==> src/rtl/rr_arbiter8.sv <==
// -----------------------------------------------------------------------------
// rr_arbiter8
//
// Eight-requester round-robin arbiter with grant hold and optional timeout.
// A request seen while idle is granted on the next edge; the grant is then held
// until the owner pulses done, the owner drops its request, or the hold timer
// expires. Every grant is followed by at least one idle cycle, and the search
// pointer moves to owner+1 so that the last owner gets the lowest priority.
//
// The grant/grant_valid pair feeds an 8-to-3 one-hot encoder directly. grant
// is therefore always zero or one-hot, and grant_valid is always equal to
// |grant. Both are registered.
//
// Parameters:
//   TIMEOUT      maximum number of cycles a grant stays visible before a
//                forced release (0 disables the timeout)
//
// Ports:
//   clk          rising-edge clock
//   rst          synchronous reset, active-high
//   req[7:0]     request vector, bit i = requester i
//   done         single-cycle release pulse from the current owner
//   grant[7:0]   registered one-hot grant, all-zero when idle
//   grant_valid  high exactly when grant is non-zero
//   timeout_err  one-cycle pulse when the timer alone forced the release
//
// Handshake: req[i] is a level that requester i holds for as long as it wants
// the resource. A grant is only ever issued from IDLE, so a requester sees its
// grant bit rise one cycle after its request was sampled, and sees it fall one
// cycle after it raised done, dropped req, or hit the timeout. done is only
// looked at while a grant is held; in IDLE it has no effect.
// -----------------------------------------------------------------------------
module rr_arbiter8 #(
    parameter int TIMEOUT = 16
) (
    input  logic       clk,
    input  logic       rst,
    input  logic [7:0] req,
    input  logic       done,
    output logic [7:0] grant,
    output logic       grant_valid,
    output logic       timeout_err
);

    // Counter must hold values up to TIMEOUT, with at least one bit.
    localparam int CW = (TIMEOUT > 1) ? $clog2(TIMEOUT + 1) : 1;
    // Value of the counter during the last cycle a grant may be visible.
    localparam int TMO_LAST_INT = (TIMEOUT > 0) ? (TIMEOUT - 1) : 0;
    localparam logic [CW-1:0] TMO_LAST = CW'(TMO_LAST_INT);
    localparam logic [CW-1:0] CNT_MAX  = {CW{1'b1}};

    typedef enum logic {
        IDLE = 1'b0,
        HOLD = 1'b1
    } state_t;

    state_t          state_q;
    logic [7:0]      grant_q;
    logic            grant_valid_q;
    logic            timeout_err_q;
    logic [2:0]      ptr_q;
    logic [2:0]      owner_q;
    logic [CW-1:0]   cnt_q;

    // Arbitration result for the current cycle (only used in IDLE).
    logic            win_found_d;
    logic [2:0]      win_idx_d;
    logic [2:0]      scan_idx;

    // Release causes while holding a grant.
    logic            owner_req_d;
    logic            tmo_hit_d;
    logic            release_d;
    logic            tmo_only_d;
    logic [2:0]      ptr_next_d;

    // Scan ptr, ptr+1, ... wrapping mod 8; the first set bit wins. The 3-bit
    // add wraps naturally, so no explicit modulo is needed.
    always_comb begin
        win_found_d = 1'b0;
        win_idx_d   = 3'd0;
        scan_idx    = 3'd0;
        for (int i = 0; i < 8; i++) begin
            scan_idx = ptr_q + 3'(i);
            if (!win_found_d && req[scan_idx]) begin
                win_found_d = 1'b1;
                win_idx_d   = scan_idx;
            end
        end
    end

    always_comb begin
        owner_req_d = req[owner_q];
        tmo_hit_d   = (TIMEOUT != 0) && (cnt_q == TMO_LAST);
        release_d   = done || !owner_req_d || tmo_hit_d;
        // A timeout only counts as an error when nothing else released the
        // grant on the same edge.
        tmo_only_d  = tmo_hit_d && !done && owner_req_d;
        // owner 7 wraps to 0 through the 3-bit add.
        ptr_next_d  = owner_q + 3'd1;
    end

    always_ff @(posedge clk) begin
        if (rst) begin
            state_q       <= IDLE;
            grant_q       <= 8'h00;
            grant_valid_q <= 1'b0;
            timeout_err_q <= 1'b0;
            ptr_q         <= 3'd0;
            owner_q       <= 3'd0;
            cnt_q         <= '0;
        end else begin
            // timeout_err is a pulse; it is only raised on the release edge.
            timeout_err_q <= 1'b0;
            case (state_q)
                IDLE: begin
                    if (win_found_d) begin
                        grant_q       <= 8'b0000_0001 << win_idx_d;
                        grant_valid_q <= 1'b1;
                        owner_q       <= win_idx_d;
                        cnt_q         <= '0;
                        state_q       <= HOLD;
                    end else begin
                        grant_q       <= 8'h00;
                        grant_valid_q <= 1'b0;
                    end
                end
                HOLD: begin
                    if (release_d) begin
                        // Going through IDLE guarantees the idle gap before
                        // the next grant and defers arbitration one cycle.
                        grant_q       <= 8'h00;
                        grant_valid_q <= 1'b0;
                        timeout_err_q <= tmo_only_d;
                        ptr_q         <= ptr_next_d;
                        state_q       <= IDLE;
                    end else if (cnt_q != CNT_MAX) begin
                        // Saturate instead of wrapping (matters when the
                        // timeout is disabled).
                        cnt_q <= cnt_q + 1'b1;
                    end
                end
                default: begin
                    grant_q       <= 8'h00;
                    grant_valid_q <= 1'b0;
                    state_q       <= IDLE;
                end
            endcase
        end
    end

    assign grant       = grant_q;
    assign grant_valid = grant_valid_q;
    assign timeout_err = timeout_err_q;

endmodule

==> config.mk <==
export PLATFORM = sky130hd
export DESIGN_NAME = rr_arbiter8
export DESIGN_NICKNAME = d
export VERILOG_FILES = /design/src/rtl/rr_arbiter8.sv
export SDC_FILE = /design/constraint.sdc
export NUM_CORES = 1
export LEC_CHECK = 0
export CORE_MARGIN = 4
export CORE_UTILIZATION = 45
export DETAILED_ROUTE_END_ITERATION = 8
export PLACE_DENSITY = 0.73
export REMOVE_ABC_BUFFERS = 1
export SLEW_MARGIN = 0
export SYNTH_ARGS = -nofsm -noshare
export SYNTH_HDL_FRONTEND = slang
export SYNTH_SLANG_ARGS = --single-unit
export TNS_END_PERCENT = 10
==> constraint.sdc <==
create_clock -name clk -period 4.1 [get_ports clk]
set_clock_uncertainty 0.1 [all_clocks]
set_input_delay 0.82 -clock clk [delete_from_list [all_inputs] [get_ports clk]]
set_output_delay 0.82 -clock clk [all_outputs]
set_load 0.005 [all_outputs]
* Yosys cells after proc, flatten, opt, wreduce, memory -nomap -nowiden
Cells that the tools add are included.
** Storage, ports and cells
- Logic and storage cells :: 104
- Output and inout bits :: 10
- Register bits after elaboration :: 22
- Input bits :: 11
** Cells by class
- Magnitude comparators :: 9
- Bitwise gates (word level) :: 2
- Reductions and logical operators :: 24
- Shift-type cells :: 1
- Multiplexer cells :: 46
- Equality and inequality tests :: 6
- Add/subtract/negate cells :: 9
** Operator list (number)
- $lt A3 B4 Y1 const B :: 9
- $bmux W1 S3 :: 9
- $mux W3 :: 8
- $mux W1 :: 20
- $mux W8 :: 2
- $pmux W8 S2 :: 1
- $mux W5 :: 3
- $add A3 B3 Y3 const B :: 4
- $pmux W5 S2 :: 1
- $logic_and A1 B1 Y1 :: 9
- $logic_not A1 Y1 :: 9
- $shl A1 B3 Y8 const A :: 1
- $add A3 B1 Y3 const B :: 2
- $add A3 B2 Y3 const B :: 2
- $add A5 B1 Y5 const B :: 1
- $eq A5 B4 Y1 const B :: 1
- $ne A5 B5 Y1 const B :: 1
- $ne A2 B1 Y1 const B :: 2
- $ne A2 B2 Y1 const B :: 2
- $pmux W1 S2 :: 2
- $reduce_and A2 Y1 :: 2
- $reduce_and A3 Y1 :: 1
- $reduce_or A3 Y1 :: 1
- $logic_or A1 B1 Y1 :: 2
- $not A1 Y1 :: 2

* Logic depth before layout (Yosys ltp)
Gate-level depths: netlist of the first run.
- Depth after elaboration :: 27
- Depth in mapped cells :: 14
- Mapped depth without buffers :: 10

* Least setup slack after synthesis of the first run
OpenSTA, ideal clock, no wires.
- Path kind :: register -> register
- From :: reg ptr_q[1]
- To :: reg grant_q[0], in the netlist grant[0]
- Stages on the path, launching flop included :: 14
- Data arrival time :: 3312 ps
- Path slack :: 571 ps
- Required time :: 3883 ps
- Buffers on the path :: 3
- Library setup time :: 117 ps
- Cells stage by stage :: dfxtp_1 buf_2 buf_2 inv_1 ha_1 buf_6 mux4_2 a21oi_2 nand3_2 a211oi_4 or4b_1 o211ai_2 nor2_1 a22o_1
** Between the ends
- Word-level cells in the longest chain between the ends :: 27
** Ends and longest elaborated chain
- start: declaration :: RTL line 61 : logic [2:0] ptr_q;
- start signal: assignment :: RTL line 135 : ptr_q <= ptr_next_d;
- parallel branches: the longest is 25 deep, another holds $add A3 B1 Y3
- $mux W8 * :: RTL line 117 : if (win_found_d) begin
- $pmux W8 S2 * :: RTL line 115 : case (state_q)
- end signal: assignment :: RTL line 118 : grant_q <= 8'b0000_0001 << win_idx_d;
- end: declaration :: RTL line 58 : logic [7:0] grant_q;
Every way passes the cells marked *. The select of a mux whose other input is x is not followed.
A chain may end at the register's enable or synchronous reset.

* Final worst setup path of the first run
Ends and elaborated chain as after synthesis.

==> results by group, run 1 <==
Status
  • Status: complete, no violations

Logic synthesis
  • Synth warn: 0
  • Mapped cell area: 2030 µm²
  • Async set-or-reset flop fraction in the synthesized netlist: 0%
  • EDFF count, synth: 0
  • FF+latch count, synth: 22
  • Top FF cell, synth: dfxtp_1
  • Synth cell types: 52
  • Register area share after synthesis: 21.6%
  • Post-Synthesis Cells: 222
  • Syn_area_per_cell: 9.16 µm²

Worst hold path
  • Hold path startpoint: grant_valid
  • Class of the worst hold path: flop to flop

CTS
  • Hold Buf Count CTS: 0
  • H-tree depth: 1
  • Clock root cell: clkbuf_8
  • Setup Buffers After CTS: 0
  • Clock Latency Late Sink: 0.27 ns
  • # clock sinks: 22
  • Clock buffer depth: 2
  • TritonCTS Buffers: 3
  • Worst-path clk slew: 0.09 ns
  • Clock tree from TritonCTS: yes
  • Post-CTS Resized: 0

GRT
  • GRT Total Usage: 18.9%
  • Overflow after GRT: 0
  • First-pass GRT wire length: 8.44 mm
  • Vias in the first global route: 1,722
  • Initial antenna violation count: 0
  • Largest net degree at the start of global routing: 20

Timing
  • Min Clock Period, post-route: 3.73 ns
  • Sum of negative setup slack: 0 ns
  • Max_slew headroom: 61.8%
  • Final Max Slew Viols: 0
  • Hold Vio Cnt, Final: 0
  • Final setup vio count: 0
  • Worst slew pin tran: 0.571 ns
  • RSZ-0062 raised after global routing: no
  • Fin Hold WS: 0.361 ns
  • Max Freq: 0.268 GHz
  • Fin crit share: 91.0%

Place
  • Placed Instances: 287
  • Routability Congestion: 0.947
  • Port buffer count: 20
  • DP HPWL: 3.65 mm

Setup path
  • CP Launch Point: ptr_q[1]
  • Arrival time at the worst endpoint: 3.78 ns
  • CP Class: flop to flop
  • Delay-heaviest family, CP: compound AO/OA/AOI/OAI gates
  • Worst EP required: 4.15 ns
  • Critical Path Start Type: flop
  • Critical Path Max Stage Delay: 0.60 ns
  • Buf/Inv on CP: 1
  • CP cell instances: inv_1, ha_1, mux4_2, a21oi_2, nand3_2, a211oi_4, or4b_1, o211ai_2, nor2_1, a22o_1
  • Worst Setup End Kind: flop
  • CP max stage cell: mux4_2
  • CP Max Fanout: 8
  • Reg2reg start: ptr_q[1]

Job
  • Max cap viols: 0

Die
  • Io pins: 21
  • Initial core utilization: 46.7%
  • Core area: 4350 µm²
  • Die area: 5660 µm²
  • Core Rows: 24
  • Die Wd: 75.2 µm
  • Die Height: 75.2 µm

Drt
  • Initial DRC count: 128
  • First drt pass iteration count: 4
  • Routed WL per cell: 16.9 µm
  • DRC viols: 0
  • Post-DRT Antenna Nets: 0
  • Via/cell ratio: 6.39
  • Total Wirelength: 4.92 mm
  • Vias: 1,859

Layout
  • Fin cells: 291
  • Multi-input gate area: 1460 µm²
  • Share of layout cells above drive strength 1: 16.7%
  • Fill count: 376
  • Syn-to-layout area delta: 15.4%
  • Sequential cell area: 440 µm²
  • Antenna diodes: 0
  • Nets: 257

Power
  • VDD IR-drop max: 0.000216 V
  • Static Leak: 0.865 nW
  • P per Cell Area: 448 nW/µm²
-- power breakdown --
group,switching (W),internal (W),total [W]
Clock,0.0000734,0.000130,0.000204
Sequential,0.0000275,0.000240,0.000268
Combinational,0.000311,0.000268,0.000579
Total,0.000412,0.000639,0.00105
-- metal layers --
layer,global-route usage (%),wire length (µm)
met5,0,0
met4,4.08,42
met3,3.60,341
met2,28.0,2300
met1,28.5,2240
-- cell type report --
cell class	count	area share, %
clock inverter	1	1.28
inverter	16	2.56
clock buffer	3	1.76
sequential	22	18.8
multi-input combinational	170	62.1
tap	52	2.77
timing repair buffer	27	10.8
-- synthesized netlist by cell type, types with 3 or more instances --
library cell	number	area share, %
a211oi_1	4	1.5
a21oi_1	15	3.7
a22o_1	6	2.6
and3_1	3	0.92
buf_2	4	0.98
clkbuf_1	7	1.3
dfxtp_1	22	22
ha_1	6	3.7
inv_1	13	2.4
mux2_2	6	3.3
mux2i_1	18	8.9
mux4_2	15	17
nand2_1	13	2.4
nand3_1	4	0.98
nand4_1	6	1.8
nor2_1	18	3.3
nor2b_1	3	0.92
nor3_1	3	0.74
o21ai_0	7	1.7
xor2_1	3	1.3
-- kinds of logic (layout without fill, tap and decap cells) --
group / Yosys count / in the layout / share of synthesized area, %
muxes: 40 / 40 / 29.3
AOI/OAI and AO/OA: 59 / 59 / 21.1
and+or+nand+nor: 61 / 61 / 15.8
buffers and inverters: 30 / 47 / 6.70
adders and majority gates: 6 / 6 / 3.69
DFF: 22 / 22 / 21.6
xor gates and xnor gates: 4 / 4 / 1.72
-- through the flow --
stage | cell area (µm²) | util (%) | worst slack [ns] | power (W)
CTS | 2350 | 53.9 | 0.397 | 0.00104
floorplan | 1960 | - | 0.0107 | 0.000682
finish | 2350 | 53.9 | 0.370 | 0.00105
global route | 2350 | 53.9 | 0.112 | 0.00112
global placement | 2280 | 52.3 | 0.253 | 0.000839
detailed placement | 2280 | 52.3 | 0.230 | 0.000841
-- path summary, 6_finish.rpt --
check / to / slack (ns) / cells after the start
worst max-delay path: grant[0] / 0.37 / 10
worst max register to register: grant[0] / 0.37 / 10
worst min-delay path: grant_valid / 0.36 / 2
worst min register to register: grant_valid / 0.36 / 2
-- sequential cells by signal, indices dropped and copies added, names as in the netlist --
register and flops:
cnt_q 5, grant 8, grant_valid 1, owner_q 3, ptr_q 3, state_q 1
timeout_err 1
-- cells in the final DEF, fill, tap and decap left out, types with 2 or more instances in the layout --
master	instances
a22o_1	6
o21ai_0	7
o311ai_0	2
o22a_1	2
nor2b_1	3
o21ai_1	2
nand4_1	6
nand2_1	13
o211ai_1	2
o22ai_1	2
nor3_1	3
dfxtp_1	22
a32o_1	2
or3_1	2
o2bb2ai_1	2
a211oi_1	4
and2_1	2
and3_1	3
clkdlybuf4s50_1	20
clkbuf_8	3
mux2i_1	18
clkinv_1	2
mux2_2	6
ha_1	6
mux4_2	15
nand3_1	4
nor2_1	18
xor2_1	3
a21boi_1	2
a21oi_1	15
buf_4	7
nand4b_1	2
inv_1	13
a31oi_1	2
-- tightest hold or removal path, stage by stage, from the launching register on --
cell     delay (ns)
dfxtp_1        0.31
nand2_1        0.05
a21oi_1        0.05
Note: power is estimated with default switching activity, not from simulation.
==> inputs of run 2 (changes only) <==
--- a/config.mk
+++ b/config.mk
@@ -8,6 +8,7 @@
 export CORE_MARGIN = 4
 export CORE_UTILIZATION = 45
 export DETAILED_ROUTE_END_ITERATION = 8
+export GPL_TIMING_DRIVEN = 0
 export PLACE_DENSITY = 0.73
 export REMOVE_ABC_BUFFERS = 1
 export SLEW_MARGIN = 0
==> run 2 against run 1 <==
- sequential power rose by 8.2%
- largest cell class unchanged
- design area fell by 1.3%
- via count fell by 4.6%
- count of clock-buffer cells in the layout did not move
- critical path type unchanged
- total power fell by 2.0%
- sequential share of layout area rose by 0.47 points
- cell count fell by 2.4%
- first-iteration DRC count fell by 48%
- wire length fell by 2.7%
==> results by group, run 2 (synthesis gave the netlist of run 1 again) <==
Power
  • Static Leak: 0.833 nW
  • P per Cell Area: 445 nW/µm²
  • VDD IR-drop max: 0.000226 V
  • PnR Total Power: 0.00103 W

Layout
  • Sequential cell area: 445 µm²
  • Fin cells: 284
  • Most frequent cells in the layout: dfxtp_1, clkdlybuf4s50_1, mux2i_1, nor2_1
  • Nets: 250
  • Syn-to-layout area delta: 13.8%
  • Multi-input gate area: 1470 µm²
  • Max reg flops: 8
  • Share of layout cells above drive strength 1: 15.9%
  • Fill count: 406
  • Antenna diodes: 0

GRT
  • Vias in the first global route: 1,616
  • GRT Total Usage: 17.9%
  • Initial antenna violation count: 0
  • First-pass GRT wire length: 7.96 mm
  • Largest net degree at the start of global routing: 23
  • Overflow after GRT: 0

Setup path
  • CP Class: flop to flop
  • CP max stage cell: dfxtp_2
  • R2R cell count: 10
  • Critical Path Start Type: flop
  • Arrival time at the worst endpoint: 4.00 ns
  • Worst EP required: 4.20 ns
  • Delay-heaviest family, CP: compound AO/OA/AOI/OAI gates
  • CP Launch Point: ptr_q[1]
  • CP Max Fanout: 19
  • Critical Path Max Stage Delay: 0.60 ns
  • WP depth: 10
  • Buf/Inv on CP: 1
  • Worst Setup End Kind: flop
  • Reg2reg start: ptr_q[1]
  • CP cell instances: inv_1, ha_4, mux4_2, a21oi_2, nand3_2, a211oi_4, nand3_1, a311oi_2, nor3b_4, a32o_1

Worst hold path
  • Hold path startpoint: grant_valid
  • Worst hold stages: 2
  • Class of the worst hold path: flop to flop

Drt
  • DRC viols: 0
  • Initial DRC count: 67
  • First drt pass iteration count: 4
  • Post-DRT Antenna Nets: 0
  • Routed WL per cell: 16.9 µm
  • Via/cell ratio: 6.24
  • Total Wirelength: 4.79 mm
  • Vias: 1,773

CTS
  • H-tree depth: 1
  • TritonCTS Buffers: 3
  • # clock sinks: 22
  • Clock Latency Late Sink: 0.26 ns
  • Clock root cell: clkbuf_8
  • Clock buffer depth: 2
  • Setup Buffers After CTS: 0
  • Worst-path clk slew: 0.08 ns
  • Clock tree from TritonCTS: yes

Timing
  • Worst slew pin tran: 1.09 ns
  • Min Clock Period, post-route: 3.89 ns
  • Hold Vio Cnt, Final: 0
  • Final Max Slew Viols: 0
  • RSZ-0062 raised after global routing: no
  • Max_slew headroom: 27.0%
  • Final setup vio count: 0
  • Max Freq: 0.257 GHz
  • Fin crit share: 94.9%

Die
  • Die Wd: 75.2 µm
  • Core area: 4350 µm²
  • Initial core utilization: 46.7%
  • Die Height: 75.2 µm
  • Io pins: 21
  • Core Rows: 24
  • Die area: 5660 µm²

Status
  • Status: complete, no violations

Job
  • Max cap viols: 0

Place
  • Placed Instances: 280
  • Routability Congestion: 0.923
  • DP HPWL: 3.56 mm
  • Port buffer count: 20
## run 2: cell type report
cell class	instances	area share, %
clock buffer	3	1.78
clock inverter	1	1.30
inverter	16	2.59
multi-input combinational	170	63.6
sequential	22	19.2
tap	52	2.81
timing repair buffer	20	8.64
## run 2: worst paths after layout
kind	slack, ns	endpoint
setup / recovery	0.21	grant[3]
hold / removal	0.36	grant_valid
setup reg to reg	0.21	grant[3]
hold reg to reg	0.36	grant_valid
## run 2: stage by stage
stage / setup WS, ns / instance area (µm²) / hold WS [ns] / TNS [ns] / utilization, %
after detailed placement: -0.561 / 2220 / 0.353 / -8.39 / 51.1
after floorplan: 0.0107 / 1960 / 0.343 / 0 / -
after global routing: 0.00599 / 2320 / 0.385 / 0 / 53.2
final: 0.208 / 2320 / 0.364 / 0 / 53.2
after global placement: -0.558 / 2220 / 0.349 / -8.07 / 51.1
after CTS: 0.181 / 2310 / 0.367 / 0 / 53.0
## run 2: where the power goes
part / total (W) / leakage [nW] / internal (W) / switching, W
clock network: 0.000201 / 0.0357 / 0.000130 / 0.0000705
logic: 0.000539 / 0.616 / 0.000260 / 0.000279
registers: 0.000290 / 0.181 / 0.000241 / 0.0000485
total: 0.00103 / 0.833 / 0.000632 / 0.000398
## run 2: metal layers
layer | share of wire, % | global-route usage (%)
met5 | 0 | 0
met4 | 0.19 | 1.75
met3 | 4.1 | 2.80
met2 | 50 | 30.9
met1 | 46 | 24.7
## run 2: what timing repair did
item	4_1_cts	5_1_grt
gates resized for setup	4	2
hold buffers	0	0
endpoints found under the setup margin	18	7
gates cloned	0	0
endpoints found under the hold margin	0	0
## run 2: worst min-delay path, cell delays in order, from the launching register on
cell     delay (ns)
dfxtp_1        0.32
nand2_1        0.05
a21oi_1        0.05
